### src/rtl/scarv_ext_int_ctrl.sv
// scarv_ext_int_ctrl: synchronise, latch, mask and prioritise NUM_IRQ board lines into the CPU interrupt/cause ports.
// Edge->cpu_int_external in SYNC_STAGES+2 cycles, no backpressure; `define INT_CTRL_NMI_EN builds the NMI path.
module scarv_ext_int_ctrl #(
  parameter int                 NUM_IRQ     = 4,
  parameter int                 SYNC_STAGES = 2,
  parameter logic [NUM_IRQ-1:0] EDGE_MASK   = '1,
  parameter int                 CAUSE_W     = 4
) (
  input  logic               g_clk,
  input  logic               g_resetn,
  input  logic [NUM_IRQ-1:0] irq_in,
  input  logic [NUM_IRQ-1:0] irq_enable,
  input  logic               irq_ack_valid,
  input  logic [CAUSE_W-1:0] irq_ack_cause,
  input  logic               sw_set,
  input  logic               sw_clr,
  input  logic               nmi_in,
  input  logic               nmi_ack,
  output logic [NUM_IRQ-1:0] irq_pending,
  output logic               cpu_int_external,
  output logic [CAUSE_W-1:0] cpu_int_ext_cause,
  output logic               cpu_int_software,
  output logic               cpu_int_nmi
);

  logic [NUM_IRQ-1:0] sync_q [SYNC_STAGES];
  logic [NUM_IRQ-1:0] s;
  logic [NUM_IRQ-1:0] h;
  logic [NUM_IRQ-1:0] rise;
  logic [NUM_IRQ-1:0] pending;
  logic [NUM_IRQ-1:0] pending_nxt;
  logic [NUM_IRQ-1:0] ack_clr;
  logic [NUM_IRQ-1:0] masked;
  logic [CAUSE_W-1:0] cause_nxt;

  assign s      = sync_q[SYNC_STAGES-1];
  assign rise   = s & ~h;
  assign masked = pending & irq_enable;

  always_ff @(posedge g_clk or negedge g_resetn) begin
    if (!g_resetn) begin
      for (int j = 0; j < SYNC_STAGES; j++) sync_q[j] <= '0;
      h <= '0;
    end else begin
      sync_q[0] <= irq_in;
      for (int j = 1; j < SYNC_STAGES; j++) sync_q[j] <= sync_q[j-1];
      h <= s;
    end
  end

  // Out-of-range ack causes match no line and are dropped here.
  always_comb begin
    ack_clr = '0;
    for (int i = 0; i < NUM_IRQ; i++)
      ack_clr[i] = irq_ack_valid && (irq_ack_cause == CAUSE_W'(i));
  end

  // Edge lines: a new rise beats a same-cycle ack. Level lines follow the synchronised input.
  always_comb begin
    pending_nxt = '0;
    for (int i = 0; i < NUM_IRQ; i++) begin
      if (EDGE_MASK[i]) pending_nxt[i] = rise[i] | (pending[i] & ~ack_clr[i]);
      else              pending_nxt[i] = s[i];
    end
  end

  always_comb begin
    cause_nxt = cpu_int_ext_cause;
    for (int i = NUM_IRQ - 1; i >= 0; i--)
      if (masked[i]) cause_nxt = CAUSE_W'(i);
  end

  always_ff @(posedge g_clk or negedge g_resetn) begin
    if (!g_resetn) begin
      pending           <= '0;
      irq_pending       <= '0;
      cpu_int_external  <= 1'b0;
      cpu_int_ext_cause <= '0;
      cpu_int_software  <= 1'b0;
    end else begin
      pending           <= pending_nxt;
      irq_pending       <= pending;
      cpu_int_external  <= |masked;
      cpu_int_ext_cause <= cause_nxt;
      if (sw_set)      cpu_int_software <= 1'b1;
      else if (sw_clr) cpu_int_software <= 1'b0;
    end
  end

`ifdef INT_CTRL_NMI_EN
  logic [SYNC_STAGES-1:0] nmi_sync;
  logic                   nmi_h;
  logic                   nmi_q;

  always_ff @(posedge g_clk or negedge g_resetn) begin
    if (!g_resetn) begin
      nmi_sync <= '0;
      nmi_h    <= 1'b0;
      nmi_q    <= 1'b0;
    end else begin
      nmi_sync <= {nmi_sync[SYNC_STAGES-2:0], nmi_in};
      nmi_h    <= nmi_sync[SYNC_STAGES-1];
      if (nmi_sync[SYNC_STAGES-1] && !nmi_h) nmi_q <= 1'b1;
      else if (nmi_ack)                      nmi_q <= 1'b0;
    end
  end

  assign cpu_int_nmi = nmi_q;
`else
  logic unused_nmi;
  assign unused_nmi  = nmi_in ^ nmi_ack;
  assign cpu_int_nmi = 1'b0;
`endif

endmodule

### config.mk
export PLATFORM = sky130hd
export DESIGN_NAME = scarv_ext_int_ctrl
export DESIGN_NICKNAME = d
export VERILOG_FILES = /design/src/rtl/scarv_ext_int_ctrl.sv
export SDC_FILE = /design/constraint.sdc
export NUM_CORES = 1
export LEC_CHECK = 0
export CAP_MARGIN = 5
export CORE_AREA = 2 2 46 48
export DETAILED_ROUTE_END_ITERATION = 10
export DIE_AREA = 0 0 48 50
export DONT_BUFFER_PORTS = 1
export GPL_TIMING_DRIVEN = 0
export PLACE_DENSITY = 0.67
export RECOVER_POWER = 100
export SLEW_MARGIN = 40
export SYNTH_ARGS = -nofsm -noshare
export SYNTH_HDL_FRONTEND = slang
export SYNTH_SLANG_ARGS = --single-unit
export TNS_END_PERCENT = 5
### constraint.sdc
create_clock -name g_clk -period 1 [get_ports g_clk]
set_input_delay 0.15 -clock g_clk [delete_from_list [all_inputs] [get_ports g_clk]]
set_output_delay 0.15 -clock g_clk [all_outputs]
set_load 0.005 [all_outputs]
==> metrics.md <==
| Metric | Value |
|---|---|
| Max Slew Vio Count | `0` |
| Top delay family on crit path | `flip-flops` |
| Grt met2 use | `0.2178` |
| Met3 Resource Use GR | `0.05495` |
| Fin crit share | `0.9609` |
| DP HPWL | `roughly 820 um` |
| Internal Power | `1.299 mW` |
| GR Util All Layers | `0.1191` |
| Met1 Use GR | `0.1137` |
| Worst Path Arrival | `1.17 ns` |
| Sw frac | `0.2051` |
| Die area | `2400 um^2` |
| Final nets | `96` |
| Total grt overflow | `0` |
| Bufs and invs on worst path | `0` |
| Final hold slack | `around 0.018 ns` |
| Core Footprint | `1902 um^2` |
| Worst Path Max Fanout | `5` |
| Clock power frac | `0.296` |
| DR iter-0 viols | `12` |
| Root buf cell | `clkbuf_4` |
| Initial core utilization | `0.4263` |
| Crit path cell chain | `a22oi_1, a221oi_1` |
| GP Congestion | `0.6140` |
| Mapped Area | `810.8 um^2` |
| Gate count of the mapped netlist | `57` |
| Vias in the first global route | `520` |
| Vias per cell | `4.718` |
| Global-route wire length before repair | `1938 um` |
| Ratio of cells with drive above 1 in the final layout | `0.1711` |
| Crit-path max cell delay | `0.46 ns` |
| Latest clock arrival within the worst-skew pair | `~0.30 ns` |
| Std cell rows | `16` |
| F_max | `1.041 GHz` |
| Setup violators final | `0` |
| TritonRoute pass-1 iters | `3` |
| Critical Path End Type | `register` |
| Part of the power in registers | `0.635` |
| Vias | `486` |
| HP Class | `primary input to register` |
| Fin Setup TNS | `0 ns` |
| IO Port Bufs | `0` |
| Antenna violations before repair | `0` |
| YS warnings | `0` |
| Peak VDD IR | `around 1000 uV` |
| Leakage | `0.4817 nW` |
| Width of the die | `approximately 48 um` |
| Clock Tree Buf Depth | `2` |
| DRT antenna net count | `0` |
| # IOs | `30` |
| RSZ-0062 raised after global routing | `false` |
| Minimum clock period | `0.9609 ns` |
| Diodes inserted | `0` |
| P_sw | `approximately 0.34 mW` |
| Worst EP required | `1.21 ns` |
| Gate power share | `0.069` |
| Max_slew headroom | `0.6337` |
| Outcome | `complete, no violations` |
| Number of synthesized register bits | `24` |
| Max H-tree Level | `1` |
| Cts bufs inserted | `3` |
| Final hold vios | `0` |
| Routed wire per std cell | `12.38 um` |
| Netlist cell types | `17` |
| CTS tree | `yes` |
| Post-Route WL | `1275 um` |
| Die H | `~50 um` |
| Worst-path clk slew | `0.12 ns` |
| PwrDens | `1597 nW/um^2` |
| WS Path Type | `register to register` |
| Pin count of the biggest net entering global routing | `25` |
| Synthesis-to-layout area growth | `26.23%` |
| Sequential fraction of the synthesis area | `0.7407` |
| Avg Inst Size Synth | `14.22 um^2` |
| CP startpoint kind | `register` |
| Clock Skews | `0.0009124 ns` |
| Worst slew pin tran | `0.5495 ns` |
| GR peak layer | `met2` |
| Max_cap viols | `0` |
| Clock Sinks | `24` |
| Residual DRC | `0` |
| Slowest cell on crit path | `dfrtp_1` |
==> synth_stat cells <==
library cell,number,area share
conb_1,1,0.0046
and4bb_1,1,0.015
a311oi_1,1,0.011
nand2_1,3,0.014
a221oi_1,2,0.022
nor4b_2,1,0.019
nand2_2,1,0.0077
buf_4,3,0.028
and2_1,1,0.0077
or2b_1,1,0.0093
nand3_1,1,0.0062
dfrtp_1,24,0.74
o221ai_1,4,0.043
a22oi_1,1,0.0093
a21o_1,1,0.0093
inv_1,10,0.046
nand2b_1,1,0.0077
==> cell usage in the layout, fill, tap and decap left out, types with 3 or more instances in the layout <==
cell type and count:
inv_1 10, clkbuf_4 4, o221ai_1 4, dfrtp_1 24, buf_4 3, nand2_1 3, conb_1 3, dlygate4sd3_1 11
==> power by group through the flow <==
stage               Clock (mW)  Combinational, mW  Sequential [mW]
finish                   0.483              0.113             1.04
global route             0.545              0.126             1.05
CTS                      0.507             0.0841             1.04
detailed placement           0             0.0513             1.06
global placement             0             0.0492             1.05
floorplan                    0             0.0458             1.05
==> final timing paths <==
kind                               start  slack, ns  cells past startpoint                   end
max                           pending[3]       0.04                      2  cpu_int_ext_cause[1]
min                        irq_enable[2]       0.02                      2      cpu_int_external
max reg2reg                   pending[3]       0.04                      2  cpu_int_ext_cause[1]
min reg2reg                    sync_q[5]       0.36                      0                  s[1]
max in group asynchronous       g_resetn       0.28                      2                  s[0]
min in group asynchronous       g_resetn       0.36                      2        irq_pending[3]
==> sequential cells by signal, indices dropped and copies added (netlist names) <==
register,flops
h,4
s,4
irq_pending,4
cpu_int_software,1
cpu_int_external,1
sync_q,4
cpu_int_ext_cause,2
pending,4
==> layer usage <==
layer,vias up,share of wire
li1,222,-
met1,234,0.38
met2,28,0.52
met3,2,0.090
met4,0,0.0063
met5,-,0
==> kinds of logic after synthesis <==
kind of cell	Yosys count	synth area share
DFF	24	0.7407
buffers and inverters	13	0.07408
and+or+nand+nor	10	0.08642
AOI/OAI and AO/OA	9	0.09414
other	1	0.004625
==> stage by stage <==
step	std cells	util	area [um^2]	setup slack [ns]	power (mW)
after floorplan	59	-	818.3	0.1389	1.096
after global placement	86	0.4480	852.1	0.08170	1.103
after detailed placement	86	0.4480	852.1	0.04684	1.108
after CTS	100	0.5197	988.4	0.02212	1.629
after global routing	103	0.5382	1023	0.008888	1.717
final	103	0.5382	1023	0.03906	1.634
==> cell type report <==
type	instances	area, um^2
fillers	158	878.3
flip-flops and latches	24	600.6
multi-input cells	22	170.2
repair buffers	13	122.6
inverters	10	37.54
clock buffers	4	36.28
well taps	27	33.78
plain buffers	3	22.52
==> timing repair <==
action,in CTS,in global routing
hold endpoints to repair,34,24
resized for setup,0,2
setup endpoints to repair,0,1
setup buffers,0,1
hold buffers,10,2
No activity file was read; power rests on OpenSTA's default activity.
